**src/rtl/ps2_rx_pkg.sv**
```systemverilog
// Shared types and constants for the PS/2 frame receiver.
package ps2_rx_pkg;

  typedef enum logic [1:0] {
    ST_IDLE   = 2'd0,
    ST_DATA   = 2'd1,
    ST_PARITY = 2'd2,
    ST_STOP   = 2'd3
  } ps2_state_e;

  localparam logic START_BIT = 1'b0;
  localparam logic STOP_BIT  = 1'b1;

endpackage

```
**src/rtl/ps2_rx_fifo.sv**
```systemverilog
// Synchronous first-word-fall-through code FIFO. Pushing while full drops the
// entry and raises a one-cycle overflow pulse, unless a pop frees a slot on the
// same edge.
module ps2_rx_fifo #(
  parameter int DEPTH = 8,
  parameter int W     = 8
) (
  input  logic         clk,
  input  logic         rst,
  input  logic         push,
  input  logic [W-1:0] push_data,
  input  logic         pop,
  output logic [W-1:0] rd_data,
  output logic         full,
  output logic         empty,
  output logic         overflow
);

  localparam int AW = (DEPTH > 1) ? $clog2(DEPTH) : 1;

  logic [W-1:0]  mem_q [DEPTH];
  logic [AW:0]   wr_ptr_q, wr_ptr_d;
  logic [AW:0]   rd_ptr_q, rd_ptr_d;
  logic          ovf_q, ovf_d;
  logic          do_push, do_pop;

  assign empty    = (wr_ptr_q == rd_ptr_q);
  assign full     = (wr_ptr_q[AW] != rd_ptr_q[AW]) &&
                    (wr_ptr_q[AW-1:0] == rd_ptr_q[AW-1:0]);
  assign rd_data  = empty ? '0 : mem_q[rd_ptr_q[AW-1:0]];
  assign overflow = ovf_q;

  // Pointer advance; a pop frees the slot a same-cycle push needs when full.
  always_comb begin
    do_pop   = pop & ~empty;
    do_push  = push & (~full | do_pop);
    ovf_d    = push & full & ~do_pop;
    wr_ptr_d = wr_ptr_q + {{AW{1'b0}}, do_push};
    rd_ptr_d = rd_ptr_q + {{AW{1'b0}}, do_pop};
  end

  // Pointers and overflow pulse.
  always_ff @(posedge clk or posedge rst) begin
    if (rst) begin
      wr_ptr_q <= '0;
      rd_ptr_q <= '0;
      ovf_q    <= 1'b0;
    end else begin
      wr_ptr_q <= wr_ptr_d;
      rd_ptr_q <= rd_ptr_d;
      ovf_q    <= ovf_d;
    end
  end

  // Storage; contents are don't-care while empty, so no reset.
  always_ff @(posedge clk) begin
    if (do_push) mem_q[wr_ptr_q[AW-1:0]] <= push_data;
  end

endmodule

```
**src/rtl/ps2_frame_rx.sv**
```systemverilog
// PS/2 frame receiver: synchronises SCLK/SDATA, samples data on SCLK falling
// edges, checks start/parity/stop and reports codes with error pulses.
// Mid-frame stalls longer than TIMEOUT_CYC abort the frame.
// Optional code FIFO enabled by defining PS2_RX_FIFO_EN.
module ps2_frame_rx
  import ps2_rx_pkg::*;
#(
  parameter int DATA_W      = 8,
  parameter int PARITY_ODD  = 1,
  parameter int TIMEOUT_CYC = 5000,
  parameter int FIFO_DEPTH  = 8
) (
  input  logic              CLK,
  input  logic              RST,
  input  logic              SCLK,
  input  logic              SDATA,
  input  logic              RD_EN,
  output logic              NEW_CODE,
  output logic [DATA_W-1:0] CODE,
  output logic              PARITY_ERR,
  output logic              FRAME_ERR,
  output logic              OVERFLOW
);

  localparam int CW = (DATA_W > 1) ? $clog2(DATA_W) : 1;
  localparam int TW = (TIMEOUT_CYC > 2) ? $clog2(TIMEOUT_CYC) : 1;
  localparam logic [TW-1:0] TO_MAX = TW'(TIMEOUT_CYC - 1);

  logic sclk_s1_q, sclk_s2_q, sclk_s3_q;
  logic sdata_s1_q, sdata_s2_q;
  logic fall;

  ps2_state_e        state_q, state_d;
  logic [CW-1:0]     bit_cnt_q, bit_cnt_d;
  logic [DATA_W-1:0] shreg_q, shreg_d;
  logic              par_q, par_d;
  logic [TW-1:0]     to_cnt_q, to_cnt_d;
  logic              accept_c, perr_c, ferr_c;
  logic              perr_q, ferr_q;

  // Two-flop synchronisers (idle bus = 1) plus a third SCLK stage for edge detect.
  always_ff @(posedge CLK or posedge RST) begin
    if (RST) begin
      sclk_s1_q  <= 1'b1;
      sclk_s2_q  <= 1'b1;
      sclk_s3_q  <= 1'b1;
      sdata_s1_q <= 1'b1;
      sdata_s2_q <= 1'b1;
    end else begin
      sclk_s1_q  <= SCLK;
      sclk_s2_q  <= sclk_s1_q;
      sclk_s3_q  <= sclk_s2_q;
      sdata_s1_q <= SDATA;
      sdata_s2_q <= sdata_s1_q;
    end
  end

  assign fall = sclk_s3_q & ~sclk_s2_q;

  // Frame FSM, timeout counter and per-frame verdict.
  always_comb begin
    state_d   = state_q;
    bit_cnt_d = bit_cnt_q;
    shreg_d   = shreg_q;
    par_d     = par_q;
    to_cnt_d  = to_cnt_q;
    accept_c  = 1'b0;
    perr_c    = 1'b0;
    ferr_c    = 1'b0;

    // Saturating stall counter, only meaningful inside a frame.
    if (state_q == ST_IDLE || fall)  to_cnt_d = '0;
    else if (to_cnt_q != TO_MAX)     to_cnt_d = to_cnt_q + TW'(1);

    if (state_q != ST_IDLE && !fall && to_cnt_q == TO_MAX) begin
      // Stalled mid-frame: drop the partial frame.
      state_d  = ST_IDLE;
      ferr_c   = 1'b1;
      to_cnt_d = '0;
    end else if (fall) begin
      unique case (state_q)
        ST_IDLE: begin
          if (sdata_s2_q == START_BIT) begin
            state_d   = ST_DATA;
            bit_cnt_d = '0;
          end
        end
        ST_DATA: begin
          shreg_d           = shreg_q >> 1;
          shreg_d[DATA_W-1] = sdata_s2_q;
          if (bit_cnt_q == CW'(DATA_W - 1)) state_d = ST_PARITY;
          else                              bit_cnt_d = bit_cnt_q + CW'(1);
        end
        ST_PARITY: begin
          par_d   = sdata_s2_q;
          state_d = ST_STOP;
        end
        ST_STOP: begin
          state_d = ST_IDLE;
          if (sdata_s2_q != STOP_BIT)                       ferr_c   = 1'b1;
          else if ((^{shreg_q, par_q}) != 1'(PARITY_ODD))   perr_c   = 1'b1;
          else                                              accept_c = 1'b1;
        end
        default: state_d = ST_IDLE;
      endcase
    end
  end

  // FSM state, datapath and registered error pulses.
  always_ff @(posedge CLK or posedge RST) begin
    if (RST) begin
      state_q   <= ST_IDLE;
      bit_cnt_q <= '0;
      shreg_q   <= '0;
      par_q     <= 1'b0;
      to_cnt_q  <= '0;
      perr_q    <= 1'b0;
      ferr_q    <= 1'b0;
    end else begin
      state_q   <= state_d;
      bit_cnt_q <= bit_cnt_d;
      shreg_q   <= shreg_d;
      par_q     <= par_d;
      to_cnt_q  <= to_cnt_d;
      perr_q    <= perr_c;
      ferr_q    <= ferr_c;
    end
  end

  assign PARITY_ERR = perr_q;
  assign FRAME_ERR  = ferr_q;

`ifdef PS2_RX_FIFO_EN
  logic fifo_full, fifo_empty;

  // Accepted codes are pushed in the stop-bit cycle so they show at the head
  // with the same latency as the error pulses.
  ps2_rx_fifo #(
    .DEPTH (FIFO_DEPTH),
    .W     (DATA_W)
  ) u_fifo (
    .clk       (CLK),
    .rst       (RST),
    .push      (accept_c),
    .push_data (shreg_q),
    .pop       (RD_EN),
    .rd_data   (CODE),
    .full      (fifo_full),
    .empty     (fifo_empty),
    .overflow  (OVERFLOW)
  );

  logic unused_fifo_full;
  assign unused_fifo_full = fifo_full;
  assign NEW_CODE = ~fifo_empty;
`else
  localparam int UNUSED_FIFO_DEPTH = FIFO_DEPTH;

  logic              new_q, new_d;
  logic [DATA_W-1:0] code_q, code_d;
  logic              unused_rd_en;

  // Without a FIFO the last accepted code is held until the next accept.
  always_comb begin
    new_d  = accept_c;
    code_d = accept_c ? shreg_q : code_q;
  end

  // Output register for the pulse and held code.
  always_ff @(posedge CLK or posedge RST) begin
    if (RST) begin
      new_q  <= 1'b0;
      code_q <= '0;
    end else begin
      new_q  <= new_d;
      code_q <= code_d;
    end
  end

  assign NEW_CODE     = new_q;
  assign CODE         = code_q;
  assign OVERFLOW     = 1'b0;
  assign unused_rd_en = RD_EN;
`endif

endmodule

```
**config.mk**
```make
export PLATFORM = sky130hd
export DESIGN_NAME = ps2_frame_rx
export DESIGN_NICKNAME = d
export VERILOG_FILES = /design/src/rtl/ps2_rx_pkg.sv /design/src/rtl/ps2_rx_fifo.sv /design/src/rtl/ps2_frame_rx.sv
export SDC_FILE = /design/constraint.sdc
export NUM_CORES = 1
export LEC_CHECK = 0
export BUFFER_PORTS_ARGS = -buffer_cell sky130_fd_sc_hd__buf_2
export CAP_MARGIN = 20
export CELL_PAD_IN_SITES_DETAIL_PLACEMENT = 1
export CELL_PAD_IN_SITES_GLOBAL_PLACEMENT = 1
export CORE_UTILIZATION = 39
export DETAILED_ROUTE_END_ITERATION = 16
export HOLD_SLACK_MARGIN = 0.15
export PLACE_DENSITY_LB_ADDON = 0.2
export SETUP_SLACK_MARGIN = 0.15
export SYNTH_ARGS = -nofsm -noshare
export SYNTH_HDL_FRONTEND = slang
export SYNTH_SLANG_ARGS = --single-unit
```
**constraint.sdc**
```tcl
create_clock -name CLK -period 2.2 [get_ports CLK]
set_input_delay 0.22 -clock CLK [delete_from_list [all_inputs] [get_ports CLK]]
set_output_delay 0.22 -clock CLK [all_outputs]
set_load 0.01 [all_outputs]
```
Yosys cells after proc, flatten, opt, wreduce, memory -nomap -nowiden
Index checks and enable logic that the tools add are counted.
W data, S select, Z words.
- input bits: 5
- logic and storage cells: 68
- bits in latches: 0
- RAM bits: 0
- memory bits (read-only): 0
- memories: 0
- register bits: 43
- shift operators: 0
- bitwise gates (word level): 3
- reductions and logical operators: 14
- eq/ne operators: 10
- muxes and demuxes: 25
- add/subtract/negate cells: 2
- magnitude comparators: 0
- $mul: 0
- divide/modulo/power cells: 0
- operator list (kind ; count):
    $mux W13 ; 3
    $mux W1 ; 14
    $add A13 B1 Y13 const B ; 1
    $eq A13 B13 Y1 const B ; 1
    $ne A13 B13 Y1 const B ; 1
    $reduce_and A3 Y1 ; 3
    $reduce_xor A9 Y1 ; 1
    $mux W2 ; 4
    $pmux W2 S4 ; 1
    $mux W3 ; 2
    $pmux W3 S2 ; 1
    $reduce_bool A2 Y1 ; 3
    $reduce_and A5 Y1 ; 1
    $eq A2 B2 Y1 const B ; 2
    $ne A2 B2 Y1 const B ; 2
    $add A3 B1 Y3 const B ; 1
    $eq A3 B3 Y1 const B ; 1
    $ne A3 B2 Y1 const B ; 1
    $ne A3 B3 Y1 const B ; 1
    $reduce_bool A3 Y1 ; 1
    $eq A2 B1 Y1 const B ; 1
    $logic_and A1 B1 Y1 ; 2
    $logic_not A2 Y1 ; 1
    $not A1 Y1 ; 2
    other kinds (3) ; 3

Logic depth before layout (Yosys ltp)
- word-level depth: 7
- mapped depth: 7

Worst setup path before layout
Ideal clock, no wire load.
- path kind: flip-flop to flip-flop
- start point: register shreg_q[5]
- end point: register code_q[0], in the netlist CODE[0]
- cell stages (with the launch flop): 6
- arrival time: 1.624 ns
- setup time: 0.125 ns
- setup slack: 0.452 ns
- buffers on the path: 0
- cell sequence: dfrtp_1 > xnor2_1 > xnor2_1 > xnor2_1 > mux2_4 > mux2_2
- word-level cells in the longest chain between the ends: 6
- RTL lines (what ; line ; text):
    from (decl) ; ps2_frame_rx.sv:35 ; logic [DATA_W-1:0] shreg_q, shreg_d;
    from (signal assigned) ; ps2_frame_rx.sv:122 ; shreg_q <= shreg_d;
    $reduce_xor A9 Y1 ; ps2_frame_rx.sv:101 ; else if ((^{shreg_q, par_q}) != 1'(PARITY_ODD)) perr_c = 1'b1;
    $mux W1 ; ps2_frame_rx.sv:101 ;
    $mux W1 ; ps2_frame_rx.sv:100 ; if (sdata_s2_q != STOP_BIT) ferr_c = 1'b1;
    $mux W1 ; ps2_frame_rx.sv:81 ; unique case (state_q)
    $mux W1 ; ps2_frame_rx.sv:80 ; end else if (fall) begin
    $mux W1 ; ps2_frame_rx.sv:75 ; if (state_q != ST_IDLE && !fall && to_cnt_q == TO_MAX) begin
    net accept_c ; ps2_frame_rx.sv:38 ; logic accept_c, perr_c, ferr_c;
    to (signal assigned) ; ps2_frame_rx.sv:176 ; code_q <= code_d;
    to (decl) ; ps2_frame_rx.sv:160 ; logic [DATA_W-1:0] code_q, code_d;
The timed path passes the listed nets, and every way through them passes these cells.
A chain may end at the register's enable or synchronous reset.

Worst setup path in the final report
- start point: register shreg_q[1]
- end point: register code_q[3], in the netlist CODE[3]
Same word-level chain as after synthesis.

==> impl_metrics.py <==
metrics = {
    "status": {
        "status": "completed",
    },
    "power": {
        "p_comb_share_pct": 37.0,
        "powerDensity_mw_per_mm2": 1204,
        "p_leak_nw": 1.035,
        "finalPower_w": 0.002671,
        "swShare_pct": 34.31,
        "p_int_w": 0.001755,
        "switchingPower_w": 0.0009165,
        "clkPwrFrac_pct": 20.0,
        "pwr-share-seq_pct": 43.0,
        "ir_worst_vdd_mv": 0.4653,
    },
    "clock_tree": {
        "tritoncts": "done",
        "cts_sinks": 43,
        "clk_path_buf_depth": 2,
        "cts.htree.levels": 2,
        "numCtsBuffers": 5,
        "clkLatencyLatePin_ns": 0.30,
        "clock-root-buffer": "clkbuf_8",
        "cts_setup_buffers": 0,
        "clk_pin_slew_worst_paths_ns": 0.08,
    },
    "finish": {
        "final_common_cell": "dfrtp_1",
        "layout_common_cells": "38 x dfrtp_1, 22 x nor2_1, 16 x nand2_1, 16 x mux2_2, 14 x buf_2",
        "syn2layout_area_growth_pct": 15.12,
        "drive_above_1_share_pct": 25.13,
        "n_antenna_cell": 0,
        "multi_input_area_sq_um": 813.3,
        "seq_area_sq_mm": 0.001082,
        "fillCellCount": 533,
        "final_nets": 203,
    },
    "worst_setup_path": {
        "endpoint_kind": "flip-flop",
        "criticalPathCategory": "reg -> reg",
        "critPathArrivalTime_ns": 2.00,
        "path_max_fanout": 8,
        "worstPathRequired_ns": 2.39,
        "startpoint_type": "flip-flop",
    },
    "job": {
        "maxCapViolCount": 0,
    },
    "placed_design": {
        "hpwl_microns": 2603,
        "io_buffers": 14,
        "gp_congestion": 0.7166,
    },
    "sta": {
        "finalClockSkew_ns": 0.003673,
        "min_period_ns": 1.809,
        "tns_ns": 0,
        "tightest_slew_ns": 0.5308,
        "maxSlewViolCount": 0,
        "fmax_ghz": 0.5527,
        "fin_crit_sh_pct": 82.24,
        "relSlewSlack_pct": 64.61,
        "rsz0062_at_grt": "false",
        "setup_viol": 0,
        "finalHoldViolCount": 0,
    },
    "synth": {
        "synth-seq-cells": 43,
        "syn_nets": 179,
        "ys_warn_count": 0,
        "syn_area_sq_mm": 0.001928,
        "ys_seq_area_share_pct": 56.13,
        "syn_area_per_cell_sq_um": 11.62,
        "synth_cell_types": 27,
        "syn_inst": 166,
    },
    "floorplan": {
        "design.core.area_sq_mm": 0.004755,
        "fp-row-count": 25,
        "die_h_microns": 72.31,
        "ioPinCount": 17,
        "initial_core_util_pct": 40.55,
        "die_x_microns": 72.31,
        "dieArea_sq_mm": 0.005229,
    },
    "detailed_routing": {
        "avgViaCountPerCell": 4.748,
        "post_drt_wl_per_cell_microns": 13.96,
        "vias": 1225,
        "drt-initial-drc-count": 32,
        "wl_microns": 3601,
        "ant_nets": 0,
        "route.detailed.drc": 0,
        "drtPass1Iterations": 4,
    },
    "grt": {
        "antenna_found_initial": 0,
        "grtUsageTotal_pct": 16.57,
        "grt_max_degree": 44,
        "grt_pass1_vias": 1328,
        "grt_overflow": 0,
        "grt_pass1_wl_microns": 6492,
    },
    "min_path": {
        "worst_hold_path_type": "reg -> reg",
    },
}
## Yosys cell counts
cell type / number / area share (%)
dfrtp_1: 38 / 49
nor2_1: 22 / 4.3
nand2_1: 17 / 3.3
mux2_2: 16 / 9.3
xnor2_1: 13 / 5.9
ha_1: 8 / 5.2
o21ai_0: 7 / 1.8
xor2_1: 6 / 2.7
dfstp_2: 5 / 6.8
inv_1: 5 / 0.97
a22o_1: 4 / 1.8
nand3_1: 4 / 1.0
a21oi_1: 3 / 0.78
and3_1: 2 / 0.65
nand4_1: 2 / 0.65
nor2b_1: 2 / 0.65
nor4b_1: 2 / 0.91
a41oi_1: 1 / 0.45
and2_1: 1 / 0.32
and4_1: 1 / 0.45
buf_2: 1 / 0.26
buf_4: 1 / 0.39
clkbuf_1: 1 / 0.19
conb_1: 1 / 0.19
mux2_4: 1 / 0.78
nand2b_1: 1 / 0.32
nand4b_1: 1 / 0.45
## power by group through the flow
| stage | logic [W] | registers (W) | clock network, W |
|---|---|---|---|
| floorplan | 0.000703 | 0.00114 | 0 |
| global placement | 0.000937 | 0.00115 | 0 |
| detailed placement | 0.000994 | 0.00117 | 0 |
| CTS | 0.00100 | 0.00115 | 0.000556 |
| global route | 0.00112 | 0.00118 | 0.000584 |
| finish | 0.000988 | 0.00115 | 0.000535 |
## routing by layer
metal | up-vias | wire length, microns | global-route usage (%)
met3 | 7 | 85 | 3.750
met4 | 0 | 75 | 7.843
met5 | - | 0 | 0
li1 | 601 | - | -
met2 | 17 | 1730 | 26.06
met1 | 600 | 1710 | 21.72
## critical path, stage by stage (launching register included)
cell	delay, ns
dfrtp_1	0.42
xnor2_1	0.22
xnor2_1	0.12
xnor2_1	0.26
mux2_4	0.39
mux2_2	0.29
## kinds of logic (layout without fill, tap and decap cells)
logic type,after synthesis,after routing,share of synthesized area (%)
multiplexers,17,17,10.12
buffers and inverters,8,33,1.817
XOR/XNOR,19,19,8.631
AO/OA/AOI/OAI,15,15,4.866
adder cells (fa/ha/maj),8,8,5.192
flip-flops,43,43,56.13
AND/OR/NAND/NOR,55,55,13.04
other,1,1,0.1945
## through the flow
| step | instances | worst slack [ns] | cell area (sq um) | hold WS, ns | utilization [%] |
|---|---|---|---|---|---|
| after floorplan | 166 | 0.4515 | 1928 | 0.2245 | - |
| after global placement | 247 | 0.4436 | 2088 | 0.3305 | 43.92 |
| after detailed placement | 247 | 0.3970 | 2088 | 0.3374 | 43.92 |
| after CTS | 258 | 0.3835 | 2217 | 0.3534 | 46.63 |
| after global routing | 258 | 0.2791 | 2220 | 0.3652 | 46.68 |
| final | 258 | 0.3907 | 2220 | 0.3557 | 46.68 |
## timing repair
action / CTS / global route
resized for setup: 0 / 1
endpoints found under the hold margin: 40 / 0
endpoints found under the setup margin: 0 / 4
hold buffers: 3 / 0
## worst paths after layout
| check | start | depth (start not counted) | slack (ns) | end |
|---|---|---|---|---|
| worst max-delay path | shreg_q[1] | 5 | 0.39 | CODE[3] |
| worst min-delay path | sdata_s1_q | 0 | 0.36 | sdata_s2_q |
| worst max register to register | shreg_q[1] | 5 | 0.39 | CODE[3] |
| worst min register to register | sdata_s1_q | 0 | 0.36 | sdata_s2_q |
| max in group asynchronous | RST | 4 | 1.24 | sdata_s1_q |
| min in group asynchronous | RST | 4 | 0.59 | to_cnt_q[8] |
## cell type report
cell class                      instances  share of cell area, %
Timing Repair Buffer                   20                  5.524
Tap cell                               67                  3.777
Clock buffer                            6                  3.720
Multi-Input combinational cell        115                  36.64
Inverter                                5                 0.8455
Clock inverter                          2                 0.7328
Sequential cell                        43                  48.76
## registers in the layout, summed over array words and instances (netlist names)
signal / count
NEW_CODE: 1
sdata_s2_q: 1
sdata_s1_q: 1
sclk_s1_q: 1
shreg_q: 8
PARITY_ERR: 1
par_q: 1
CODE: 8
to_cnt_q: 13
bit_cnt_q: 3
sclk_s3_q: 1
FRAME_ERR: 1
sclk_s2_q: 1
state_q: 2
(Power assumes the default switching activity.)
